[src/rtl/cmp_defs_pkg.sv]
// cmp_defs: shared FSM state encodings and default width for the serial comparator.
package cmp_defs;

    typedef enum logic [1:0] {
        CMP_IDLE = 2'd0,
        CMP_RUN  = 2'd1,
        CMP_DONE = 2'd2
    } cmp_state_t;

    localparam int CMP_WIDTH_DEF = 8;

endpackage

[src/rtl/comparator_1bit.sv]
// comparator_1bit: single-bit "x strictly greater than y" cell.
// Instantiated twice per operand pair, with the inputs swapped, to get a gt/lt pair.
module comparator_1bit (
    input  logic x,
    input  logic y,
    output logic g
);

    assign g = x & ~y;

endmodule

[src/rtl/bit_serial_comparator.sv]
// bit_serial_comparator: unsigned magnitude comparator that walks both operands
// MSB-first, one bit per clock, and reports gt/eq/lt with a one-cycle done pulse.
// Optional macro CMP_EARLY_EXIT_EN: finish in the cycle the first differing bit
// is registered instead of always scanning all WIDTH bits.
module bit_serial_comparator
    import cmp_defs::*;
#(
    parameter int WIDTH = CMP_WIDTH_DEF
) (
    input  logic             clk,
    input  logic             rst_n,
    input  logic             start,
    input  logic [WIDTH-1:0] a,
    input  logic [WIDTH-1:0] b,
    output logic             busy,
    output logic             done,
    output logic             gt,
    output logic             eq,
    output logic             lt
);

    localparam int IW = $clog2(WIDTH);
    localparam logic [IW-1:0] IDX_TOP = IW'(WIDTH - 1);

    cmp_state_t      state;
    cmp_state_t      state_nxt;
    logic [WIDTH-1:0] a_q;
    logic [WIDTH-1:0] b_q;
    logic [IW-1:0]   idx;
    logic            gt_r;
    logic            lt_r;
    logic            bit_gt;
    logic            bit_lt;
    logic            decided;
    logic            gt_nxt;
    logic            lt_nxt;
    logic            accept;
    logic            last_bit;

    comparator_1bit u_cmp_ab (
        .x (a_q[idx]),
        .y (b_q[idx]),
        .g (bit_gt)
    );

    comparator_1bit u_cmp_ba (
        .x (b_q[idx]),
        .y (a_q[idx]),
        .g (bit_lt)
    );

    // The first differing bit from the top decides; later bits cannot override it.
    assign decided = gt_r | lt_r;
    assign gt_nxt  = gt_r | (~decided & bit_gt);
    assign lt_nxt  = lt_r | (~decided & bit_lt);

    // State register; reset aborts any operation in flight.
    always_ff @(posedge clk or negedge rst_n) begin
        if (!rst_n) begin
            state <= CMP_IDLE;
        end else begin
            state <= state_nxt;
        end
    end

    // Next-state decode, start acceptance and the final-bit condition.
    always_comb begin
        state_nxt = state;
        busy      = 1'b0;
        accept    = 1'b0;
        last_bit  = 1'b0;
        case (state)
            CMP_IDLE: begin
                if (start) begin
                    accept    = 1'b1;
                    state_nxt = CMP_RUN;
                end
            end
            CMP_RUN: begin
                busy = 1'b1;
`ifdef CMP_EARLY_EXIT_EN
                last_bit = (idx == '0) || bit_gt || bit_lt;
`else
                last_bit = (idx == '0);
`endif
                if (last_bit) begin
                    state_nxt = CMP_DONE;
                end
            end
            CMP_DONE: begin
                state_nxt = CMP_IDLE;
            end
            default: begin
                state_nxt = CMP_IDLE;
            end
        endcase
    end

    // Operand capture, bit scan and result registers; results persist through IDLE.
    always_ff @(posedge clk or negedge rst_n) begin
        if (!rst_n) begin
            a_q  <= '0;
            b_q  <= '0;
            idx  <= '0;
            gt_r <= 1'b0;
            lt_r <= 1'b0;
            done <= 1'b0;
            gt   <= 1'b0;
            eq   <= 1'b0;
            lt   <= 1'b0;
        end else begin
            done <= 1'b0;
            if (accept) begin
                a_q  <= a;
                b_q  <= b;
                idx  <= IDX_TOP;
                gt_r <= 1'b0;
                lt_r <= 1'b0;
                gt   <= 1'b0;
                eq   <= 1'b0;
                lt   <= 1'b0;
            end else if (state == CMP_RUN) begin
                gt_r <= gt_nxt;
                lt_r <= lt_nxt;
                if (idx != '0) begin
                    idx <= idx - IW'(1);
                end
                if (last_bit) begin
                    done <= 1'b1;
                    gt   <= gt_nxt;
                    lt   <= lt_nxt;
                    eq   <= ~gt_nxt & ~lt_nxt;
                end
            end
        end
    end

endmodule

[config.mk]
export PLATFORM = sky130hd
export DESIGN_NAME = bit_serial_comparator
export DESIGN_NICKNAME = d
export VERILOG_FILES = /design/src/rtl/cmp_defs_pkg.sv /design/src/rtl/comparator_1bit.sv /design/src/rtl/bit_serial_comparator.sv
export SDC_FILE = /design/constraint.sdc
export NUM_CORES = 1
export LEC_CHECK = 0
export ABC_AREA = 1
export ABC_CLOCK_PERIOD_IN_PS = 2000
export BUFFER_PORTS_ARGS = -buffer_cell sky130_fd_sc_hd__buf_2
export CORE_UTILIZATION = 54
export CTS_CLUSTER_SIZE = 25
export DETAILED_ROUTE_END_ITERATION = 16
export HOLD_SLACK_MARGIN = 0.1
export PLACE_DENSITY = 0.82
export SYNTH_ARGS = -nofsm -noshare
export SYNTH_HDL_FRONTEND = slang
export SYNTH_HIERARCHICAL = 1
export SYNTH_SLANG_ARGS = --single-unit
[constraint.sdc]
create_clock -name clk -period 2 [get_ports clk]
set_clock_uncertainty 0.05 [all_clocks]
set_input_delay 0.4 -clock clk [delete_from_list [all_inputs] [get_ports clk]]
set_output_delay 0.4 -clock clk [all_outputs]
set_load 0.02 [all_outputs]
# After elaboration in Yosys (flattened, before gate mapping)
# Cells that the tools add are included.
[totals] reg_bits=27 latch_bits=0 mem_bits_rw=0 romBits=0 inputBits=19 out_inout_bits=5 wordCells=67 mem_count=0
[classes] add_sub_neg=1 mul=0 div=0 n_lt_le_gt_ge=1 n_eq_ne=3 shifts=0 muxes=30 bitwise=13 n_reduce_logical=9
[ops] op="$mux 1" count=22
[ops] op="$mux 3" count=3
[ops] op="$bmux 1 s3" count=2
[ops] op="$reduce_and 2->1" count=3
[ops] op="$reduce_bool 2->1" count=3
[ops] op="$and 1x1->1" count=5
[ops] op="$not 1->1" count=5
[ops] op="$lt 3x4->1 const B" count=1
[ops] op="$mux 2" count=2
[ops] op="$ne 2x2->1 const B" count=2
[ops] op="$pmux 2 s2" count=1
[ops] op="$logic_not 3->1" count=1
[ops] op="$or 1x1->1" count=3
[ops] op="$reduce_bool 3->1" count=1
[ops] op="$sub 3x1->3 const B" count=1
[ops] op="$eq 2x1->1 const B" count=1
[ops] op="$logic_not 2->1" count=1

# Depth between registers and ports, before layout
[depth] ltp_word=11 mapped_depth=13 depth_no_buf=12

# By module
# Netlist, hierarchy kept.
[modules_own_cells] module="bit_serial_comparator" instances=1 cells_per_inst=162 area_per_inst_um2=1285.0 seq_area_each_um2=675.6
[modules_own_cells] module="comparator_1bit" instances=2 cells_per_inst=2 area_per_inst_um2=10.0 seq_area_each_um2=0.0

# Worst setup path before layout
# OpenSTA, ideal clock, no wires.
[synth_path] path_type="register -> register" from="register idx[0]" to="register lt" setup_ns=0.117 arrival_time_ns=1.316 required_ns=1.833 setup_slack_ns=0.517 stages_incl_launch_ff=14 path_buffers=1 period_less_slack_ns=1.483 cell_sequence="dfrtp_1 > buf_2 > inv_2 > nand2_1 > nand3_1 > nand2_1 > nand2_1 > nand2_1 > inv_1 > nor2_2 > a21oi_1 > inv_1 > nand2_1 > nand2_1"
[synth_via] elab_chain_len=9 elab_cells_between_ends=15 cone_classes="mux (8); bitwise (4); reduce/logical (3)"
[synth_rtl] element="from (decl)" line="bit_serial_comparator.sv:29" rtl="logic [IW-1:0] idx;"
[synth_rtl] element="from (signal assigned)" line="bit_serial_comparator.sv:126" rtl="idx <= idx - IW'(1);"
[synth_rtl] element="$bmux 1 s3" line="bit_serial_comparator.sv:48" rtl=".y (a_q[idx]),"
[synth_rtl] element="$mux 1 (implied by the code)" line="bit_serial_comparator.sv:48"
[synth_rtl] element="$not 1->1" line="comparator_1bit.sv:9" rtl="assign g = x & ~y;"
[synth_rtl] element="$and 1x1->1 *" line="comparator_1bit.sv:9"
[synth_rtl] element="net bit_lt" line="bit_serial_comparator.sv:33" rtl="logic bit_lt;"
[synth_rtl] element="$and 1x1->1 *" line="bit_serial_comparator.sv:55" rtl="assign lt_nxt = lt_r | (~decided & bit_lt);"
[synth_rtl] element="$or 1x1->1 *" line="bit_serial_comparator.sv:55"
[synth_rtl] element="$mux 1 *" line="bit_serial_comparator.sv:128" rtl="if (last_bit) begin"
[synth_rtl] element="$mux 1 *" line="bit_serial_comparator.sv:122" rtl="end else if (state == CMP_RUN) begin"
[synth_rtl] element="$mux 1 *" line="bit_serial_comparator.sv:113" rtl="if (accept) begin"
[synth_rtl] element="to (signal assigned)" line="bit_serial_comparator.sv:131" rtl="lt <= lt_nxt;"
[synth_rtl] element="to (decl)" line="bit_serial_comparator.sv:19" rtl="output logic lt"
# The timed path passes the listed nets; every way through them passes the cells marked *. The select of a mux whose other input is x is not followed.
# A chain may end at the register's enable or synchronous reset.

# Worst setup path after layout
# Ends and elaborated chain as after synthesis.

==> qor.yml <==
outcome: "finished, final reports clean"
drtPass1Iterations: 4
netSwitchingPower_uw: 989
synth-compound-area-share_pct: 8.44
post_synth_num_cell_types: 17
maxSlewHeadroom_pct: 60.8
layout-drive-gt1-share_pct: 17.9
via_count: 1056
reg2regPathDepth: 12
cells_traversed_along_the_worst_timing_path: "inv_2, nand2_1, nand3_1, nand2_1, nand2_1, nand2_1, inv_1, nor2_2, a21oi_1, inv_1, nand2_1, nand2_1"
power_leakage_nw: 0.815
pwr-share-clk_pct: 10.4
post_cts.repair.setup_buffers: 0
detail_route.drc_violations: 0
wl_per_cell_um: 10.7
worst-path-max-fanout: 11
totalNegativeSetupSlack_ns: 0
cell_taking_the_most_area_after_synthesis: "sky130_fd_sc_hd__dfrtp_1"
critical_path.reg2reg.endpoint: "lt$_DFFE_PN0P_"
setup.worst_path.start_class: "flop"
place.detailed.hpwl_um: 1670
post_synth_main_area_contributors: "sky130_fd_sc_hd__dfrtp_1 52%, sky130_fd_sc_hd__nand2_1 18%, sky130_fd_sc_hd__inv_1 7.5%, sky130_fd_sc_hd__o21ai_0 6.5%, sky130_fd_sc_hd__nand3_1 3.8%"
synth-simple-area-share_pct: 26.7
slowest_stage: "sky130_fd_sc_hd__dfrtp_1"
cts_max_level: 1
worst_path_largest_cell_delay_ns: 0.51
slew_viol_final: 0
cts_inserted_buffers: 3
cts_hold_buf: 1
fin_crit_sh_pct: 81.7
fill_cells: 202
yosys_register_bits: 27
grt_usage_pct: 22.5
endpoint_kind: "flop"
worstHoldPathCells: 3
syn_to_final_growth_pct: 11.3
setup-violations-final: 0
cp_common_cell: "sky130_fd_sc_hd__nand2_1"
average_instance_area_after_synthesis_um2: 7.86
mappedNetlistNets: 187
timing.hold.worst.start: "b[1]"
yosys.area_share.xor_xnor_pct: 0
grt_max_degree: 36
die_h_um: 51.2
clk-insertion-delay-late_ns: 0.32
critical_path_arrival_ns: 1.82
swShare_pct: 44.5
num_rows: 17
place_congestion: 0.779
dieWidth_um: 51.2
cts.repair.resized: 0
cts_sinks: 27
comb_power_share_pct: 48.3
hold_viol: 0
total_die_area_um2: 2620
root_buffer_selected_by_cts: "sky130_fd_sc_hd__clkbuf_4"
diodes: 0
drt_iter0_markers: 33
worst_hold_class: "primary input to flop"
crit_buf_inv: 3
internal_power_mw: 1.23
min_period_ns: 1.63
cts_tree: "done"
crit_path_max_delay_family: "flip-flops"
synth_adder_area_share_pct: 1.92
power.density_cell_area_nw_per_um2: 1530
synth_top_family_by_area: "simple AND/OR/NAND/NOR gates"
worst_ir_drop_vdd_uv: 793
r2r_start: "idx[0]$_DFFE_PN0P_"
timing_worst_setup_path_type: "flop to flop"
first_pass_grt_wire_length_um: 4260
pwr-share-seq_pct: 41.3
worst_pin_slew_ns: 0.587
holdPathEnd: "b_q[1]$_DFFE_PN0P_"
hold_slack_ns: 0.224
post_drt_via_cell_ratio: 4.84
fraction_of_synthesized_cell_area_taken_by_the_top_area_cell_type_pct: 51.8
ant_nets: 0
final_net_count: 212
synth.cell_area_um2: 1310
worst-r2r-setup-slack_ns: 0.37
rsz0062_at_grt: "false"
multiplexer_fraction_of_the_synthesized_cell_area_pct: 0
drv_cap: 0
port_buffers: 23
routed_wirelength_um: 2320
grt_antenna_before_repair: 0
cp_data_required_time_ns: 2.18
cts.path.max_buffers: 2
timing.fmax_ghz: 0.612
via_count_of_the_first_global_routing_pass: 1029
netlist_instances: 166
yosysSeqAreaShare_pct: 51.8
globalRouteOverflowTotal: 0
clk_pin_slew_worst_setup_hold_paths_ns: 0.14
ios: 24
initial_standard_cell_utilization_of_the_core_pct: 57.9
synth_warnings: 6
placeableCoreArea_um2: 2250
==> registers in the layout, indices dropped and copies added, names as in the netlist <==
| name | flops |
|---|---|
| idx | 3 |
| a_q | 8 |
| done | 1 |
| gt_r | 1 |
| b_q | 8 |
| lt | 1 |
| eq | 1 |
| state | 2 |
| lt_r | 1 |
| gt | 1 |
==> power groups by stage <==
| stage | Clock, mW | Combinational, mW | Sequential (mW) |
|---|---|---|---|
| 4_1_cts | 0.243 | 1.09 | 0.915 |
| 5_1_grt | 0.261 | 1.26 | 0.951 |
| 3_3_place_gp | 0 | 1.04 | 0.914 |
| 2_1_floorplan | 0 | 0.883 | 0.910 |
| 3_5_place_dp | 0 | 1.08 | 0.928 |
| 6_report | 0.232 | 1.07 | 0.917 |
==> layout by cell type (no fill, tap or decap) <==
master	instances
sky130_fd_sc_hd__buf_2	23
sky130_fd_sc_hd__nor2_2	2
sky130_fd_sc_hd__inv_2	1
sky130_fd_sc_hd__nor2_4	1
sky130_fd_sc_hd__a21oi_1	1
sky130_fd_sc_hd__nor2_1	4
sky130_fd_sc_hd__clkbuf_1	1
sky130_fd_sc_hd__o21ai_1	4
sky130_fd_sc_hd__clkbuf_4	3
sky130_fd_sc_hd__dlygate4sd3_1	1
sky130_fd_sc_hd__o21ai_0	17
sky130_fd_sc_hd__nand2_2	3
sky130_fd_sc_hd__nand2_1	62
sky130_fd_sc_hd__ha_1	2
sky130_fd_sc_hd__dfrtp_1	27
sky130_fd_sc_hd__nand3_1	10
sky130_fd_sc_hd__inv_4	1
sky130_fd_sc_hd__inv_1	26
sky130_fd_sc_hd__nand3b_1	1
==> through the flow <==
stage	power, mW	std cells	cell area [um^2]	setup slack (ns)	util (%)
floorplan	1.79	166	1310	0.517	-
global placement	1.96	213	1420	0.455	62.8
detailed placement	2.00	213	1420	0.391	62.8
CTS	2.24	218	1450	0.365	64.4
global route	2.48	218	1450	0.149	64.4
finish	2.22	218	1450	0.367	64.4
==> worst min-delay path: stages <==
cell                      delay, ns
sky130_fd_sc_hd__buf_2         0.07
sky130_fd_sc_hd__nand2_1       0.04
sky130_fd_sc_hd__o21ai_0       0.05
==> per-layer routing <==
metal / up-vias / wire length [um] / global-route usage (%)
li1: 550 / - / -
met1: 487 / 1130 / 28.3
met2: 15 / 1090 / 37.1
met3: 4 / 52 / 3.57
met4: 0 / 53 / 11.6
met5: - / 0 / 0
==> logic make-up after synthesis <==
family | after synthesis
fa+ha+maj | 2
simple gates | 83
compound gates | 22
flops | 27
buf+inv | 32
==> synthesized netlist by cell type <==
cell type	number
sky130_fd_sc_hd__inv_1	26
sky130_fd_sc_hd__nand2_2	3
sky130_fd_sc_hd__o21ai_1	4
sky130_fd_sc_hd__inv_4	1
sky130_fd_sc_hd__o21ai_0	17
sky130_fd_sc_hd__nor2_1	4
sky130_fd_sc_hd__ha_1	2
sky130_fd_sc_hd__nor2_2	2
sky130_fd_sc_hd__a21oi_1	1
sky130_fd_sc_hd__buf_2	1
sky130_fd_sc_hd__nand3b_1	1
sky130_fd_sc_hd__inv_2	1
sky130_fd_sc_hd__nor2_4	1
sky130_fd_sc_hd__dfrtp_1	27
sky130_fd_sc_hd__nand3_1	10
sky130_fd_sc_hd__buf_6	3
sky130_fd_sc_hd__nand2_1	62
==> worst max-delay path by stage <==
stage,from,end,depth (start not counted)
2_1_floorplan,idx[0]$_DFFE_PN0P_,lt$_DFFE_PN0P_,13
3_3_place_gp,idx[0]$_DFFE_PN0P_,lt$_DFFE_PN0P_,12
3_5_place_dp,idx[0]$_DFFE_PN0P_,lt$_DFFE_PN0P_,12
4_1_cts,idx[0]$_DFFE_PN0P_,lt$_DFFE_PN0P_,12
5_1_grt,idx[0]$_DFFE_PN0P_,lt$_DFFE_PN0P_,12
6_report,idx[0]$_DFFE_PN0P_,lt$_DFFE_PN0P_,12
==> cell type report <==
type | instances | area [um^2] | area share (%)
Timing Repair Buffer | 24 | 125 | 8.61
Tap cell | 28 | 35.0 | 2.41
Sequential cell | 27 | 676 | 46.5
Multi-Input combinational cell | 107 | 483 | 33.2
Clock buffer | 4 | 26.3 | 1.81
Inverter | 28 | 108 | 7.41
Note: power is estimated with default switching activity, not from simulation.
